--- src/rtl/nibble_add_seq.sv ---
// Sequencer for a W=4*NIBBLES-bit add on one shared external 4-bit adder,
// one nibble per clock, LSB first, carry held in a register between nibbles.
module nibble_add_seq #(
    parameter int unsigned NIBBLES = 4
) (
    input  logic                   clk,
    input  logic                   rst_n,
    input  logic                   start,
    input  logic [4*NIBBLES-1:0]   op_a,
    input  logic [4*NIBBLES-1:0]   op_b,
    input  logic                   cin,
    output logic                   busy,
    output logic                   done,
    output logic [4*NIBBLES-1:0]   result,
    output logic                   cout,
    output logic [3:0]             add_a,
    output logic [3:0]             add_b,
    output logic                   add_cin,
    input  logic [3:0]             add_sum,
    input  logic                   add_cout
);

    localparam int unsigned W  = 4 * NIBBLES;
    localparam int unsigned IW = (NIBBLES > 1) ? $clog2(NIBBLES) : 1;
    localparam logic [IW-1:0] LAST_IDX = IW'(NIBBLES - 1);

    typedef enum logic [1:0] {
        S_IDLE = 2'd0,
        S_RUN  = 2'd1,
        S_DONE = 2'd2
    } state_t;

    state_t                    state;
    state_t                    state_next;
    logic                      load;
    logic                      last;
    logic [NIBBLES-1:0][3:0]   a_reg;
    logic [NIBBLES-1:0][3:0]   b_reg;
    logic [NIBBLES-1:0][3:0]   work;
    logic                      carry;
    logic [IW-1:0]             idx;

    assign last = (idx == LAST_IDX);

    // State register; busy/done are flopped decodes of the state.
    always_ff @(posedge clk or negedge rst_n) begin
        if (!rst_n) begin
            state <= S_IDLE;
            busy  <= 1'b0;
            done  <= 1'b0;
        end else begin
            state <= state_next;
            busy  <= (state_next == S_RUN);
            done  <= (state_next == S_DONE);
        end
    end

    // Next-state logic; DONE accepts a new start directly (no bubble).
    always_comb begin
        state_next = state;
        load       = 1'b0;
        case (state)
            S_IDLE: begin
                if (start) begin
                    load       = 1'b1;
                    state_next = S_RUN;
                end
            end
            S_RUN: begin
                if (last) begin
                    state_next = S_DONE;
                end
            end
            S_DONE: begin
                if (start) begin
                    load       = 1'b1;
                    state_next = S_RUN;
                end else begin
                    state_next = S_IDLE;
                end
            end
            default: state_next = S_IDLE;
        endcase
    end

    // Adder drive: current nibble while running, quiet otherwise.
    always_comb begin
        add_a   = 4'd0;
        add_b   = 4'd0;
        add_cin = 1'b0;
        if (state == S_RUN) begin
            add_a   = a_reg[idx];
            add_b   = b_reg[idx];
            add_cin = carry;
        end
    end

    // Datapath: operand capture, per-nibble accumulation, result publish.
    always_ff @(posedge clk or negedge rst_n) begin
        if (!rst_n) begin
            a_reg  <= '0;
            b_reg  <= '0;
            work   <= '0;
            carry  <= 1'b0;
            idx    <= '0;
            result <= '0;
            cout   <= 1'b0;
        end else if (load) begin
            a_reg <= op_a;
            b_reg <= op_b;
            carry <= cin;
            idx   <= '0;
        end else if (state == S_RUN) begin
            work[idx] <= add_sum;
            carry     <= add_cout;
            if (last) begin
                idx    <= '0;
                result <= W'({add_sum, work[NIBBLES-2:0]});
                cout   <= add_cout;
            end else begin
                idx <= idx + IW'(1);
            end
        end
    end

endmodule

--- config.mk ---
export PLATFORM = sky130hd
export DESIGN_NAME = nibble_add_seq
export DESIGN_NICKNAME = d
export VERILOG_FILES = /design/src/rtl/nibble_add_seq.sv
export SDC_FILE = /design/constraint.sdc
export NUM_CORES = 1
export LEC_CHECK = 0
export ABC_AREA = 1
export CORE_ASPECT_RATIO = 1.4
export CORE_MARGIN = 2
export CORE_UTILIZATION = 39
export DETAILED_ROUTE_END_ITERATION = 8
export PLACE_DENSITY = 0.71
export SLEW_MARGIN = 10
export SYNTH_ARGS = -nofsm -noshare
export SYNTH_HDL_FRONTEND = slang
export SYNTH_SLANG_ARGS = --single-unit
--- constraint.sdc ---
create_clock -name clk -period 1.83 [get_ports clk]
set_input_delay 0.2745 -clock clk [delete_from_list [all_inputs] [get_ports clk]]
set_output_delay 0.2745 -clock clk [all_outputs]
set_load 0.01 [all_outputs]
==> impl_results.md <==
- Outcome: finished clean
- Syn nets: 389
- Register area: 1700 µm²
- Delay of the slowest critical-path stage: 410 ps
- Synth Area in Adders: 1.70%
- Worst path top cell family by delay: flip-flops
- Startpoint Class: register
- Post-synth top flop: dfrtp_1
- Reg2reg path depth: 4
- Die Wd: 77.4 µm
- Ports: 69
- H-tree depth: 3
- Largest net degree at the start of global routing: 69
- Synth Area in Simple Gates: 20.3%
- 1st-pass router iterations: 4
- Final wirelength: 6340 µm
- CTS sink cnt: 68
- Final min period: 1690 ps
- DR DRC count: 0
- Total chip power: 6.74 mW
- Min-Delay Path Class: in2async
- DR vias/cell: 4.61
- Slowest cell on crit path: dfrtp_1
- Antenna violations before repair: 0
- Routed Antenna Nets: 0
- Share of post-route cells with drive strength above 1: 10.6%
- Reg2Reg Launch Point: idx[1]
- Yosys cell types: 19
- # rows: 37
- Critical path buffers and inverters: 2
- Pleak: 1.94 nW
- Final Setup Violations: 0
- Routed len/inst: 12.2 µm
- Clock slew at reported path FFs: 80 ps
- Cells after Synth: 344
- Fmax: 0.592 GHz
- Gr usage total: 17.5%
- Max-cap violations: 0
- Seq cells post-synth: 68
- Worst-Margin Slew: 360 ps
- Commonest non-fill, non-tap cell in the layout: nand2_1
- Most frequent cells in the layout: 127 x nand2_1, 67 x dfrtp_1, 58 x clkdlybuf4s50_1
- ANT cells: 0
- Multi-input gate area: 973 µm²
- Fillcell total: 719
- Core Region: 7310 µm²
- Worst Clk Skew: 8.12 ps
- Relative slew slack: 76.0%
- Mux contribution to synthesized area: 0%
- Pins over their slew limit: 0
- PD cells: 1710 nW/µm²
- Synth Area in Compound Gates: 10.2%
- Fin Setup TNS: 0 ps
- First-pass GRT wire length: 11300 µm
- Nets@finish: 463
- Gpl congestion: 0.820
- Syn_area_per_cell: 8.54 µm²
- Ordered cell list for the critical path: buf_6 > nand2_1 > nand3_1 > a21oi_1 > clkbuf_2
- Main combinational cell family by area after synthesis: simple AND/OR/NAND/NOR gates
- DR vias: 2397
- Asr flop ratio synth: 100%
- Clock Path Buffers: 2
- Critical path arrival: 1420 ps
- Critical path data required time: 1560 ps
- Die H: 107 µm
- FF-to-FF End: idx[0]
- Synth warnings: 0
- IO Port Bufs: 68
- Peak VDD IR: 0.801 mV
- CTS Buf Count: 9
- RSZ-0062 raised after global routing: no
- Final worst-path cycle share: 92.4%
- Grt ovf: 0
- HPWL after DPL: 4420 µm
- CP max FO: 17
- Area growth syn-to-layout: 34.4%
- Vias in the first global route: 2506
- Die footprint: 8260 µm²
- Final hold vios: 0
- 1st-iter DRT viols: 78
- Root Driver: clkbuf_8
- Worst skew pair latency: 350 ps
- R2r setup slk: 450 ps
- Post-Synth XOR/XNOR Area: 0%
- Synthesized area: 2940 µm²
- Number of enable flip-flop cells after synthesis: 0
- Critical Path End Type: primary output
- Starting density of the core: 40.2%
- Setup CP Type: reg2out
- Seq/Total Area, Yosys: 57.9%
- CTS tree: built
==> cells by family after synthesis <==
logic type                 after synthesis
adders and majority gates                4
DFF                                     68
buffers and inverters                   62
and+or+nand+nor                        150
AOI/OAI and AO/OA                       60
==> repair_timing <==
action                                  in CTS  in global routing
gates resized for setup                     19                 17
endpoints found under the hold margin       68                  0
endpoints found under the setup margin       9                  8
hold buffers                                 1                  0
setup buffers                                1                  0
==> worst register-to-register path, cell delays in order (launching register included) <==
cell and delay, ps:
dfrtp_1 390, buf_4 180, ha_1 230, or2_2 320, o21ai_0 170
==> report_power, final <==
| part | leakage [nW] | total [mW] | internal, mW | switching, mW |
|---|---|---|---|---|
| clock network | 0.105 | 1.39 | 0.801 | 0.585 |
| registers | 0.839 | 2.51 | 2.22 | 0.293 |
| logic | 0.999 | 2.84 | 1.23 | 1.62 |
==> cell type report <==
cell class	instances	area share, %
multi-input cells	214	24.6
inverters	47	4.65
clock buffers	10	3.48
clock inverters	6	2.22
flip-flops and latches	68	43.1
well taps	97	3.07
repair buffers	78	18.8
==> how the worst max path moves through the flow <==
| stage | endpoint | cells after the start | slack [ps] | startpoint |
|---|---|---|---|---|
| floorplan | add_a[0] | 5 | 510 | idx[0] |
| global placement | add_a[1] | 5 | 50 | idx[0] |
| detailed placement | add_a[1] | 5 | 40 | idx[0] |
| CTS | add_a[1] | 6 | 0.09 | idx[0] |
| global route | add_a[2] | 5 | 50 | idx[0] |
| finish | add_b[1] | 5 | 140 | idx[0] |
==> per-stage QoR <==
step                hold WS (ps)  instances  cell area [µm²]  setup WS (ps)  util [%]
floorplan                  -21.1        344             2940            508         -
global route                 489        520             3950           45.3      54.0
finish                       451        520             3950            140      54.0
CTS                          474        520             3970         0.0880      54.3
detailed placement           328        502             3720           40.8      50.8
global placement             317        502             3720           48.6      50.8
==> metal layers <==
metal	share of wire, %	GRT usage [%]	up-vias	wire length (µm)
met5	0	0	-	0
met4	1.7	7.27	0	109
met3	4.5	4.46	10	288
met2	52	30.0	66	3280
met1	42	20.9	1114	2660
li1	-	-	1207	-
==> cell usage after synthesis (2+ instances only) <==
library cell,instances,area [µm²]
inv_1,43,161
nor2_1,2,7.51
clkbuf_1,2,7.51
nand2_1,127,477
o21ai_0,47,235
buf_4,5,37.5
nand3_1,18,90.1
o21ai_1,5,25.0
inv_2,2,7.51
dfrtp_1,68,1700
buf_6,4,45.0
ha_1,4,50.1
buf_2,4,20.0
a21oi_1,8,40.0
Note: power is estimated with default switching activity, not from simulation.
